## src/rtl/fifo_arb_pkg.sv

```systemverilog
// fifo_arb_pkg
//   Shared definitions for the FIFO write arbiter: FSM state encoding,
//   default sizing constants and the end-of-packet bit locator.
//   No ports; imported by the interface, the picker and the top.
package fifo_arb_pkg;

  typedef enum logic {
    IDLE  = 1'b0,
    BURST = 1'b1
  } arb_state_t;

  localparam int DEF_NUM_REQ   = 4;
  localparam int DEF_WIDTH     = 9;
  localparam int DEF_MAX_BURST = 16;

  // The top bit of every FIFO word marks end-of-packet.
  function automatic int eop_bit(input int width);
    return width - 1;
  endfunction

endpackage

```

## src/rtl/fifo_write_arbiter_if.sv

```systemverilog
// fifo_write_arbiter_if
//   Bundles the producer-side handshake and the FIFO write port handled by
//   the arbiter.
//   Producer side : req, req_data (slice i = bits [i*WIDTH +: WIDTH]), req_ack
//   Status        : grant (one-hot owner), burst_done (release pulse)
//   FIFO side     : fifo_din, fifo_wr_en, fifo_full, fifo_prog_full
//   modport master : the arbiter (drives acks, grant and the FIFO write port)
//   modport slave  : the environment (producers plus the FIFO)
interface fifo_write_arbiter_if
  import fifo_arb_pkg::*;
#(
  parameter int NUM_REQ = DEF_NUM_REQ,
  parameter int WIDTH   = DEF_WIDTH
) ();

  logic [NUM_REQ-1:0]       req;
  logic [NUM_REQ*WIDTH-1:0] req_data;
  logic [NUM_REQ-1:0]       req_ack;
  logic [NUM_REQ-1:0]       grant;
  logic [WIDTH-1:0]         fifo_din;
  logic                     fifo_wr_en;
  logic                     fifo_full;
  logic                     fifo_prog_full;
  logic                     burst_done;

  modport master (
    input  req, req_data, fifo_full, fifo_prog_full,
    output req_ack, grant, fifo_din, fifo_wr_en, burst_done
  );

  modport slave (
    output req, req_data, fifo_full, fifo_prog_full,
    input  req_ack, grant, fifo_din, fifo_wr_en, burst_done
  );

endinterface

```

## src/rtl/rr_priority_pick.sv

```systemverilog
// rr_priority_pick
//   Combinational round-robin picker. Returns the first set request at or
//   after rr_ptr, wrapping around.
//   Ports:
//     req    in  NUM_REQ  request vector
//     rr_ptr in  PTR_W    highest-priority index
//     winner out NUM_REQ  one-hot winner (zero when no request)
//     valid  out 1        at least one request present
module rr_priority_pick
  import fifo_arb_pkg::*;
#(
  parameter int NUM_REQ = DEF_NUM_REQ,
  parameter int PTR_W   = $clog2(NUM_REQ)
) (
  input  logic [NUM_REQ-1:0] req,
  input  logic [PTR_W-1:0]   rr_ptr,
  output logic [NUM_REQ-1:0] winner,
  output logic               valid
);

  // Two copies of the request vector side by side: masking off everything
  // below rr_ptr and taking the lowest remaining bit gives the wrapped
  // round-robin choice with a plain priority encoder.
  logic [2*NUM_REQ-1:0] dbl;
  logic [2*NUM_REQ-1:0] masked;
  int                   pick;

  assign dbl = {req, req};

  always_comb begin
    masked = '0;
    pick   = 0;
    winner = '0;
    valid  = |req;
    for (int i = 0; i < 2*NUM_REQ; i++) begin
      masked[i] = dbl[i] & (i >= int'(rr_ptr));
    end
    for (int i = 2*NUM_REQ-1; i >= 0; i--) begin
      if (masked[i]) pick = i;
    end
    for (int j = 0; j < NUM_REQ; j++) begin
      if (valid && ((pick % NUM_REQ) == j)) winner[j] = 1'b1;
    end
  end

endmodule

```

## src/rtl/fifo_write_arbiter.sv

```systemverilog
// fifo_write_arbiter
//   Owns the write port of a shared FWFT FIFO and hands it to one producer
//   at a time, round-robin, for a whole packet (until an EOP word is written)
//   or until MAX_BURST words have been written.
//   Ports:
//     clk    in  single clock, rising edge
//     srst_n in  synchronous reset, active-low
//     bus    fifo_write_arbiter_if.master:
//       req/req_data in, req_ack out (combinational, owner only)
//       grant out (registered one-hot), burst_done out (registered pulse)
//       fifo_din/fifo_wr_en out, fifo_full/fifo_prog_full in
module fifo_write_arbiter
  import fifo_arb_pkg::*;
#(
  parameter int NUM_REQ   = DEF_NUM_REQ,
  parameter int WIDTH     = DEF_WIDTH,
  parameter int MAX_BURST = DEF_MAX_BURST
) (
  input  logic                 clk,
  input  logic                 srst_n,
  fifo_write_arbiter_if.master bus
);

  localparam int PTR_W = $clog2(NUM_REQ);
  localparam int CNT_W = $clog2(MAX_BURST);
  localparam int EOP   = eop_bit(WIDTH);

  arb_state_t         state_q, state_d;
  logic [NUM_REQ-1:0] grant_q, grant_d;
  logic [PTR_W-1:0]   owner_q, owner_d;
  logic [PTR_W-1:0]   rr_ptr_q, rr_ptr_d;
  logic [CNT_W-1:0]   word_cnt_q, word_cnt_d;
  logic               burst_done_q, burst_done_d;

  logic [NUM_REQ-1:0] pick_winner;
  logic               pick_valid;
  logic               owner_req;
  logic [WIDTH-1:0]   owner_data;
  logic               wr_fire;
  logic               last_word;

  function automatic logic [PTR_W-1:0] onehot_to_idx(input logic [NUM_REQ-1:0] oh);
    logic [PTR_W-1:0] idx;
    idx = '0;
    for (int i = 0; i < NUM_REQ; i++) begin
      if (oh[i]) idx = PTR_W'(i);
    end
    return idx;
  endfunction

  function automatic logic [PTR_W-1:0] next_ptr(input logic [PTR_W-1:0] cur);
    return (cur == PTR_W'(NUM_REQ-1)) ? '0 : cur + 1'b1;
  endfunction

  rr_priority_pick #(
    .NUM_REQ (NUM_REQ),
    .PTR_W   (PTR_W)
  ) u_pick (
    .req    (bus.req),
    .rr_ptr (rr_ptr_q),
    .winner (pick_winner),
    .valid  (pick_valid)
  );

  // Owner's word and the write decision for this cycle
  assign owner_req  = bus.req[owner_q];
  assign owner_data = bus.req_data[int'(owner_q)*WIDTH +: WIDTH];
  // fifo_full gates the write directly, so the FIFO can never overflow;
  // an EOP word blocked by fifo_full simply retries next cycle.
  assign wr_fire    = (state_q == BURST) && owner_req && !bus.fifo_full;
  assign last_word  = owner_data[EOP] || (word_cnt_q == CNT_W'(MAX_BURST-1));

  always_comb begin
    state_d      = state_q;
    grant_d      = grant_q;
    owner_d      = owner_q;
    rr_ptr_d     = rr_ptr_q;
    word_cnt_d   = word_cnt_q;
    burst_done_d = 1'b0;
    case (state_q)
      IDLE: begin
        // prog_full only throttles the start of a new packet.
        if (pick_valid && !bus.fifo_prog_full) begin
          grant_d    = pick_winner;
          owner_d    = onehot_to_idx(pick_winner);
          word_cnt_d = '0;
          state_d    = BURST;
        end else begin
          grant_d = '0;
        end
      end
      BURST: begin
        // No timeout: a silent owner keeps the grant.
        if (wr_fire) begin
          if (last_word) begin
            grant_d      = '0;
            rr_ptr_d     = next_ptr(owner_q);
            burst_done_d = 1'b1;
            state_d      = IDLE;
          end else begin
            word_cnt_d = word_cnt_q + 1'b1;
          end
        end
      end
      default: state_d = IDLE;
    endcase
  end

  // Registered control state
  always_ff @(posedge clk) begin
    if (!srst_n) begin
      state_q      <= IDLE;
      grant_q      <= '0;
      owner_q      <= '0;
      rr_ptr_q     <= '0;
      word_cnt_q   <= '0;
      burst_done_q <= 1'b0;
    end else begin
      state_q      <= state_d;
      grant_q      <= grant_d;
      owner_q      <= owner_d;
      rr_ptr_q     <= rr_ptr_d;
      word_cnt_q   <= word_cnt_d;
      burst_done_q <= burst_done_d;
    end
  end

  // Output muxing: data and ack are zero unless a write happens
  always_comb begin
    bus.req_ack    = '0;
    bus.fifo_wr_en = wr_fire;
    bus.fifo_din   = '0;
    if (wr_fire) begin
      bus.req_ack  = grant_q;
      bus.fifo_din = owner_data;
    end
  end

  assign bus.grant      = grant_q;
  assign bus.burst_done = burst_done_q;

endmodule

```

## src/flat_wrapper.sv

```systemverilog
// flat-port wrapper written by rule: the top's interface ports become plain ports
module fifo_write_arbiter_flat import fifo_arb_pkg::*;
#(
  parameter int NUM_REQ   = DEF_NUM_REQ,
  parameter int WIDTH     = DEF_WIDTH,
  parameter int MAX_BURST = DEF_MAX_BURST
)
  (clk, srst_n, bus_req, bus_req_data, bus_fifo_full, bus_fifo_prog_full, bus_req_ack, bus_grant, bus_fifo_din, bus_fifo_wr_en, bus_burst_done);
  fifo_write_arbiter_if #(.NUM_REQ(NUM_REQ), .WIDTH(WIDTH)) bus_i ();
  input  logic clk;
  input  logic srst_n;
  input wire logic [$bits(bus_i.req)-1:0] bus_req;
  input wire logic [$bits(bus_i.req_data)-1:0] bus_req_data;
  input wire logic [$bits(bus_i.fifo_full)-1:0] bus_fifo_full;
  input wire logic [$bits(bus_i.fifo_prog_full)-1:0] bus_fifo_prog_full;
  output wire logic [$bits(bus_i.req_ack)-1:0] bus_req_ack;
  output wire logic [$bits(bus_i.grant)-1:0] bus_grant;
  output wire logic [$bits(bus_i.fifo_din)-1:0] bus_fifo_din;
  output wire logic [$bits(bus_i.fifo_wr_en)-1:0] bus_fifo_wr_en;
  output wire logic [$bits(bus_i.burst_done)-1:0] bus_burst_done;
  assign bus_i.req = bus_req;
  assign bus_i.req_data = bus_req_data;
  assign bus_i.fifo_full = bus_fifo_full;
  assign bus_i.fifo_prog_full = bus_fifo_prog_full;
  assign bus_req_ack = bus_i.req_ack;
  assign bus_grant = bus_i.grant;
  assign bus_fifo_din = bus_i.fifo_din;
  assign bus_fifo_wr_en = bus_i.fifo_wr_en;
  assign bus_burst_done = bus_i.burst_done;
  fifo_write_arbiter #(.NUM_REQ(NUM_REQ), .WIDTH(WIDTH), .MAX_BURST(MAX_BURST)) u_core (.clk(clk), .srst_n(srst_n), .bus(bus_i));
endmodule
```

## config.mk

```make
export PLATFORM = sky130hd
export DESIGN_NAME = fifo_write_arbiter_flat
export DESIGN_NICKNAME = d
export VERILOG_FILES = /design/src/rtl/fifo_arb_pkg.sv /design/src/rtl/fifo_write_arbiter_if.sv /design/src/rtl/rr_priority_pick.sv /design/src/rtl/fifo_write_arbiter.sv /design/src/flat_wrapper.sv
export SDC_FILE = /design/constraint.sdc
export NUM_CORES = 1
export LEC_CHECK = 0
export BUFFER_PORTS_ARGS = -buffer_cell sky130_fd_sc_hd__clkbuf_2
export CORE_UTILIZATION = 42
export DETAILED_ROUTE_END_ITERATION = 6
export PLACE_DENSITY_LB_ADDON = 0.12
export SYNTH_ARGS = -nofsm -noshare
export SYNTH_HDL_FRONTEND = slang
export SYNTH_HIERARCHICAL = 1
export SYNTH_SLANG_ARGS = --single-unit
```

## constraint.sdc

```tcl
create_clock -name clk -period 2.3 [get_ports clk]
set_input_delay 0.115 -clock clk [delete_from_list [all_inputs] [get_ports clk]]
set_output_delay 0.115 -clock clk [all_outputs]
set_load 0.01 [all_outputs]
```

==> results of run 1 <==
cell type report:
type | count | area, µm² | area share
Clock buffer | 4 | 36.3 | 0.0251
Inverter | 6 | 26.3 | 0.0182
Multi-Input combinational cell | 82 | 703 | 0.487
Sequential cell | 14 | 282 | 0.195
Tap cell | 28 | 35.0 | 0.0242
Timing Repair Buffer | 69 | 363 | 0.251
cells in the final DEF (no fill, tap or decap):
| master | count |
|---|---|
| a211oi_1 | 2 |
| a21o_1 | 1 |
| a21oi_1 | 7 |
| a31o_4 | 1 |
| a31oi_1 | 3 |
| a32o_1 | 4 |
| and2_1 | 14 |
| buf_4 | 7 |
| clkbuf_2 | 62 |
| clkbuf_4 | 3 |
| clkbuf_8 | 1 |
| clkinv_1 | 1 |
| clkinvlp_4 | 1 |
| dfxtp_1 | 13 |
| dfxtp_2 | 1 |
| ha_1 | 2 |
| inv_1 | 3 |
| inv_2 | 1 |
| mux4_2 | 10 |
| nand2_1 | 4 |
| nand2b_1 | 1 |
| nand3_1 | 4 |
| nand3b_1 | 2 |
| nand4b_1 | 1 |
| nor2_1 | 7 |
| nor3_1 | 3 |
| o2111ai_1 | 1 |
| o211a_1 | 2 |
| o211ai_1 | 3 |
| o21a_1 | 2 |
| o21ai_0 | 2 |
| o31a_1 | 2 |
| o41ai_1 | 1 |
| or4_1 | 3 |
how the worst min path moves through the flow:
stage,from,to,cells past startpoint
floorplan,srst_n,u_core/state_q,1
global placement,srst_n,u_core/state_q,2
detailed placement,srst_n,u_core/state_q,2
CTS,srst_n,u_core/state_q,2
global route,srst_n,u_core/state_q,2
finish,srst_n,u_core/state_q,2
routing by layer:
| layer | up-vias | global-route usage | wire (µm) | share of wire |
|---|---|---|---|---|
| met1 | 554 | 0.256 | 1160 | 0.40 |
| met5 | - | 0 | 0 | 0 |
| met2 | 49 | 0.419 | 1500 | 0.52 |
| met4 | 0 | 0.0991 | 33 | 0.011 |
| li1 | 552 | - | - | - |
| met3 | 4 | 0.0327 | 206 | 0.071 |
kinds of logic after synthesis:
logic type / after synthesis / share of synthesized area
and+or+nand+nor: 39 / 0.212
AOI/OAI and AO/OA: 31 / 0.231
DFF: 14 / 0.274
buffers and inverters: 10 / 0.0379
muxes: 10 / 0.220
adders and majority gates: 2 / 0.0245
worst reg2reg max path: stages (launching register included):
cell and delay (ps):
dfxtp_2 430, mux4_2 560, a31o_4 250, or4_1 480, a31oi_1 180
what timing repair did:
| action | in CTS | in global routing |
|---|---|---|
| pin swaps | 1 | 0 |
| setup endpoints to repair | 14 | 13 |
| resized for setup | 1 | 1 |
| setup buffers | 4 | 0 |
report_power, final:
part | internal [mW] | leakage [nW] | switching (mW)
clock | 0.0965 | 0.0210 | 0.0832
sequential | 0.251 | 0.114 | 0.0129
combinational | 0.102 | 0.534 | 0.0819
total | 0.450 | 0.670 | 0.178
registers in the layout (all words and copies together) (netlist names):
name	count
u_core/bus.burst_done	1
u_core/owner_q	2
u_core/state_q	1
u_core/bus.grant	4
u_core/word_cnt_q	4
u_core/rr_ptr_q	2
through the flow:
stage          area [µm²]  setup slack, ps  hold slack, ps
6_report             1450              164             145
5_1_grt              1450             82.5             152
4_1_cts              1440             83.7             133
3_5_place_dp         1370              100             441
3_3_place_gp         1370              197             423
2_1_floorplan        1020              461             233
==> impl_metrics.toml, run 1 <==
[layout]
stdcell_count = 203
layout-drive-gt1-share = 0.497
areaGrowthSynthToFinish_pct = 41.4
final_util = 0.641
nets = 222
fill_cells = 197
num_antenna_cells = 0

[logic_synthesis]
netlist_instances = 106
yosys.area.top_type_share = 0.274
synth_area_um2 = 1020
synthTopCellsByArea = "dfxtp_1 27%, mux4_2 22%, and2_1 8.6%, a32o_1 3.9%, a21oi_1 3.4%"
ys_seq_area_frac = 0.274
yosysWarnings = 6
ys_ff_latch = 14
postSynthAreaPerCell_um2 = 9.64
synth_top_cell_by_area = "dfxtp_1"
synthFlopType = "dfxtp_1"
synth_fp_nets = 152
synth_edf_count = 0
ys_types = 31
ys_top_cells_by_count = "14 x and2_1, 14 x dfxtp_1, 10 x mux4_2, 7 x a21oi_1, 7 x nor2_1"
async_reset_ff_frac = 0

[worst_setup_path]
crit_fanout = 11
max_stage_delay_ps = 570
worstPathCellList = "mux4_2 -> nand3b_1 -> clkinvlp_4 -> buf_4 -> and2_1 -> clkbuf_2"
cp.required_ps = 2180
r2r-end = "u_core/word_cnt_q[3]"
r2r.worst_path.cells = 4
critPathCaptureType = "primary output"
start_kind = "flip-flop"
critPathTopFamily = "multiplexers"
critical_path_arrival_ps = 2020
regToRegSetupSlack_ps = 330
crit_start = "u_core/owner_q[0]"
crit_slowest_cell = "mux4_2"
critPathKind = "flip-flop to primary output"
endpoint = "bus_fifo_din[2]"
path_buf_inv = 3
crit-reg2reg-launch = "u_core/owner_q[0]"
cp.depth = 6

[drt]
route.detailed.drc = 0
ant_nets = 0
viasPerCell = 5.71
drtIter0Drc = 16
firstDrtPassIters = 4
wire_per_inst_um = 14.3
drt-total-wl_um = 2900
vias = 1159

[die]
die_w_um = 51.3
dieArea_um2 = 2640
ios = 63
core_um2 = 2250
rows = 17
die_h_um = 51.3
initial_utilization = 0.453

[timing]
slew_violations = 0
tightest_slew_ps = 340
rsz0062_at_grt = "false"
hold_viol = 0
slew_headroom = 0.773
setup_tns_ps = 0
fin_crit_sh = 0.929
fmax_mhz = 468
setup_viol = 0
clock-skew-final_ps = 5.22
period_minus_slack_ps = 2140

[placed_design]
port_buffers = 62
hpwlAfterDp_um = 2180
dp_cells = 195
place_congestion = 0.778

[clock_network]
holdBufCountCts = 0
clkLatencyLatePin_ps = 290
cts-root-buf = "clkbuf_4"
cts_buffer_depth = 2
cts_tree = "built"
clkTransAtPathRegs_ps = 80
htreeDepth = 1
cts_buffers = 3
clock_sinks = 14

[worst_hold_path]
hold_class = "input port to flip-flop"

[power]
power.density_nw_per_um2 = 435
ir_drop_mv = 0.352
p_leak_nw = 0.670
power_mw = 0.628

[grt]
grt_pass1_wl_um = 4440
antenna_found_initial = 0
grt_usage = 0.227
grt_pass1_vias = 1069
globalRouteOverflowTotal = 0
grt_start_max_net_pins = 12

[run_status]
run_status = "finished, final reports clean"

[job]
drv_cap = 0
(Power assumes the default switching activity.)
==> inputs of run 2 (changes only) <==
Settings changed: CAP_MARGIN from default to 20, PLACE_DENSITY from default to 0.79, PLACE_DENSITY_LB_ADDON 0.12 to default.
==> run 2 against run 1 <==
  * Sequential share of layout area is 0.40 points higher
  * Critical path depth is 1 lower
  * Register-to-register slack worse by 40 ps
==> impl_metrics.toml, run 2 (synthesis gave the netlist of run 1 again) <==
[run_status]
run_status = "finished, final reports clean"

[power]
p_leak_nw = 0.658
power_mw = 0.622
power.density_nw_per_um2 = 441
ir_drop_mv = 0.259

[die]
core_um2 = 2250
die_h_um = 51.3
die_w_um = 51.3
initial_utilization = 0.453
dieArea_um2 = 2640
ios = 63
rows = 17

[grt]
grt_usage = 0.212
globalRouteOverflowTotal = 0
grt_pass1_vias = 1037
grt_pass1_wl_um = 4250
antenna_found_initial = 0
grt_start_max_net_pins = 18

[timing]
tightest_slew_ps = 532
fmax_mhz = 472
fin_crit_sh = 0.921
setup_tns_ps = 0
hold_viol = 0
period_minus_slack_ps = 2120
setup_viol = 0
slew_violations = 0
clock-skew-final_ps = 3.02
rsz0062_at_grt = "false"
whs_ps = 129
slew_headroom = 0.644

[layout]
design_area_um2 = 1410
layout_commonest_cell = "clkbuf_2"
nets = 218
areaGrowthSynthToFinish_pct = 37.9
num_antenna_cells = 0
fill_cells = 199
seqCellArea_um2 = 280
multi_input_area_um2 = 703
layout-drive-gt1-share = 0.474
final_cell_mix = "62 x clkbuf_2, 14 x and2_1, 14 x dfxtp_1"

[clock_network]
postCtsSetupBuffers = 0
cts-root-buf = "clkbuf_4"
clkTransAtPathRegs_ps = 90
htreeDepth = 1
cts_buffer_depth = 2
holdBufCountCts = 0
clock_sinks = 14
clkLatencyLatePin_ps = 280
cts_buffers = 3
cts_resized = 0
cts_tree = "built"

[drt]
drt-total-wl_um = 2770
route.detailed.drc = 0
viasPerCell = 5.65
firstDrtPassIters = 4
ant_nets = 0
wire_per_inst_um = 13.9
drtIter0Drc = 18
vias = 1125

[placed_design]
place_congestion = 0.742
placed_area_um2 = 1370
port_buffers = 62
hpwlAfterDp_um = 2250

[worst_setup_path]
critical_path_arrival_ps = 2000
critPathCaptureType = "primary output"
cp.required_ps = 2180
regToRegSetupSlack_ps = 290
critPathKind = "flip-flop to primary output"
crit_fanout = 17
start_kind = "flip-flop"

[job]
drv_cap = 0

[worst_hold_path]
hold_class = "input port to flip-flop"
[run 2: cell count changes in the layout (fill, tap and decap cells not counted), sizes merged]
cell / before / now
buf: 7 / 3
clkinvlp: 1 / 0
inv: 4 / 5
[run 2: path summary, 6_finish.rpt]
| path | startpoint | to | cells past startpoint |
|---|---|---|---|
| max | u_core/owner_q[0] | bus_req_ack[0] | 5 |
| min | srst_n | u_core/state_q | 2 |
| max reg2reg | u_core/owner_q[0] | u_core/word_cnt_q[3] | 4 |
| min reg2reg | u_core/word_cnt_q[0] | u_core/word_cnt_q[0] | 1 |
[run 2: area by class of cell]
cell class / instances / share of cell area
Multi-Input combinational cell: 82 / 0.499
Timing Repair Buffer: 65 / 0.236
Sequential cell: 14 / 0.199
Clock buffer: 4 / 0.0257
Tap cell: 28 / 0.0248
Inverter: 6 / 0.0160
[run 2: layer usage]
metal / part of all wire / global-route usage / vias up
met2: 0.49 / 0.414 / 58
met3: 0.10 / 0.0446 / 0
met1: 0.41 / 0.233 / 523
met5: 0 / 0 / -
met4: 0 / 0.0405 / 0
li1: - / - / 544
[run 2: per-stage QoR]
step | cells | setup slack [ps] | utilization
after floorplan | 106 | 461 | -
after global placement | 195 | 363 | 0.609
after detailed placement | 195 | 296 | 0.609
after CTS | 199 | 150 | 0.625
after global routing | 199 | 24.9 | 0.625
final | 199 | 181 | 0.625
[run 2: power breakdown]
group	internal (mW)	total (mW)	switching, mW
registers	0.251	0.262	0.0113
clock network	0.0962	0.182	0.0862
logic	0.0965	0.178	0.0810
total	0.444	0.622	0.178
[run 2: critical path, cell delays in order, from the launching register on]
cell and delay (ps):
dfxtp_1 470, mux4_2 570, nand3b_1 130, inv_1 210
and2_1 230, clkbuf_2 120
==> inputs of run 3 (changes only) <==
Settings changed: CORE_ASPECT_RATIO from default to 1.2, SYNTH_HIERARCHICAL 1 to default.
==> run 3 against run 2 <==
  * Critical path depth did not move
  * Critical path type unchanged
  * Sequential power fell by 2%
  * Critical endpoint is now bus_req_ack[2]
  * Via count fell by 1.2%
  * Synthesized cell count rose by 1.9%
  * Largest power group unchanged
  * Fmax rose by 0.84%
  * Global-route usage fell by 0.38 points
  * Worst setup slack improved by 18 ps
  * Routed wire length fell by 4.2%
==> impl_metrics.toml, run 3 <==
[worst_setup_path]
crit-reg2reg-launch = "u_core.owner_q[0]"
r2r.worst_path.cells = 6
r2r-end = "u_core.rr_ptr_q[0]"
regToRegSetupSlack_ps = 510
critical_path_arrival_ps = 1990
crit_fanout = 16
critPathCaptureType = "primary output"
cp.required_ps = 2180
critPathKind = "flip-flop to primary output"
start_kind = "flip-flop"

[timing]
tightest_slew_ps = 518
fmax_mhz = 476
period_minus_slack_ps = 2100
clock-skew-final_ps = 6.33
slew_headroom = 0.653
fin_crit_sh = 0.914
worst_slack_ps = 199
rsz0062_at_grt = "false"
setup_viol = 0
slew_violations = 0
hold_viol = 0
setup_tns_ps = 0

[logic_synthesis]
synthFlopType = "dfxtp_1"
synth_simple_gate_area_frac = 0.250
synth_fp_nets = 154
synthTopCellsByArea = "dfxtp_1 27%, mux4_2 20%, and2_1 9.2%, a21oi_1 4.4%, a32o_1 3.9%"
synth.mux.area_fraction = 0.230
synthAdderAreaFrac = 0.0244
synth_top_cell_by_area = "dfxtp_1"
ys_top_cells_by_count = "15 x and2_1, 14 x dfxtp_1, 9 x a21oi_1, 9 x mux4_2, 6 x o21ai_0"
postSynthAreaPerCell_um2 = 9.49
synth_most_common_cell = "and2_1"
ys_ff_latch = 14
ys_types = 31
netlist_instances = 108
yosysWarnings = 0
synth_edf_count = 0
async_reset_ff_frac = 0
synth_area_um2 = 1020
synth_compound_area_frac = 0.190
synth_top_family_by_area = "simple AND/OR/NAND/NOR gates"
synth-xor-area-share = 0
ys_seq_area_frac = 0.274
yosys.area.top_type_share = 0.274

[layout]
nets = 220
num_antenna_cells = 0
final_util = 0.614
layout-drive-gt1-share = 0.491
areaGrowthSynthToFinish_pct = 38.1
layout_commonest_cell = "clkbuf_2"
final_cell_mix = "62 x clkbuf_2, 15 x and2_1, 14 x dfxtp_1"
stdcell_count = 204

[placed_design]
pre_cts_slack_ps = 484
port_buffers = 62
place_congestion = 0.905
hpwlAfterDp_um = 2170
dp_cells = 200

[drt]
ant_nets = 0
vias = 1111
firstDrtPassIters = 4
drtIter0Drc = 31
wire_per_inst_um = 13.0
viasPerCell = 5.45
drt-total-wl_um = 2650
route.detailed.drc = 0

[clock_network]
htreeDepth = 1
cts_buffer_depth = 2
cts-root-buf = "clkbuf_4"
cts_resized = 0
holdBufCountCts = 0
postCtsSetupBuffers = 0
clkLatencyLatePin_ps = 290
cts_tree = "built"
clkTransAtPathRegs_ps = 80
cts_buffers = 3
clock_sinks = 14

[die]
core_um2 = 2310
rows = 19
dieArea_um2 = 2640
initial_utilization = 0.444
die_h_um = 56.1
ios = 63
die_w_um = 47.1

[power]
ir_drop_mv = 0.449
p_leak_nw = 0.656
power.density_nw_per_um2 = 419

[worst_hold_path]
hold_path_depth = 2
hold_class = "input port to flip-flop"
whs_endpoint = "u_core.owner_q[1]"
hold_start = "srst_n"

[grt]
antenna_found_initial = 0
globalRouteOverflowTotal = 0
grt_pass1_vias = 975
grt_start_max_net_pins = 17
grt_usage = 0.208
grt_pass1_wl_um = 3980

[job]
drv_cap = 0

[run_status]
run_status = "finished, final reports clean"
-- run 3: cell types whose count changed in the layout (fill, tap and decap cells not counted), sizes merged, moves of 3 or more --
cell / previous run / this run
o31ai: 0 / 3
o211ai: 3 / 0
or2: 0 / 4
o21ai: 2 / 6
-- run 3: worst max-delay path by stage --
| stage | start | endpoint | slack, ps | depth (start not counted) |
|---|---|---|---|---|
| 3_5_place_dp | u_core.owner_q[1] | bus_req_ack[2] | 480 | 5 |
| 6_report | u_core.owner_q[1] | bus_req_ack[2] | 200 | 5 |
| 4_1_cts | u_core.owner_q[1] | bus_req_ack[2] | 160 | 5 |
| 3_3_place_gp | u_core.owner_q[0] | u_core.word_cnt_q[2] | 570 | 4 |
| 5_1_grt | u_core.owner_q[1] | bus_req_ack[1] | 30 | 5 |
| 2_1_floorplan | u_core.owner_q[0] | u_core.word_cnt_q[2] | 530 | 4 |
-- run 3: critical path, stage by stage (launching register included) --
cell,delay (ps)
dfxtp_1,520
mux2_2,390
a22oi_1,220
inv_1,230
and2_1,220
clkbuf_2,120
-- run 3: cell type report --
| class | instances | area (µm²) |
|---|---|---|
| fillers | 206 | 891 |
| inverters | 4 | 15.0 |
| flip-flops and latches | 14 | 280 |
| repair buffers | 65 | 333 |
| well taps | 31 | 38.8 |
| multi-input cells | 86 | 712 |
| clock buffers | 4 | 36.3 |
-- run 3: logic make-up (layout without fill, tap and decap cells) --
family          Yosys count  after routing
compound gates           28             28
fa+ha+maj                 2              2
buf+inv                   8             73
flops                    14             14
mux                      12             12
simple gates             44             44
-- run 3: power by group --
group | total, mW | leakage (nW) | switching [mW] | internal (mW)
Clock | 0.176 | 0.0210 | 0.0796 | 0.0966
Combinational | 0.159 | 0.521 | 0.0724 | 0.0865
Sequential | 0.258 | 0.114 | 0.00796 | 0.250
Total | 0.593 | 0.656 | 0.160 | 0.433
-- run 3: through the flow --
step,total power [mW],area [µm²],hold slack (ps)
2_1_floorplan,0.355,1020,237
3_3_place_gp,0.418,1380,392
3_5_place_dp,0.422,1380,384
4_1_cts,0.599,1420,77.9
5_1_grt,0.626,1420,96.9
6_report,0.593,1420,86.6
-- run 3: layer usage --
layer	track usage	wire, µm	vias to the layer above
met1	0.216	1090	500
met5	0	0	-
met4	0.0980	36	0
li1	-	-	547
met2	0.359	1270	59
met3	0.0649	258	5
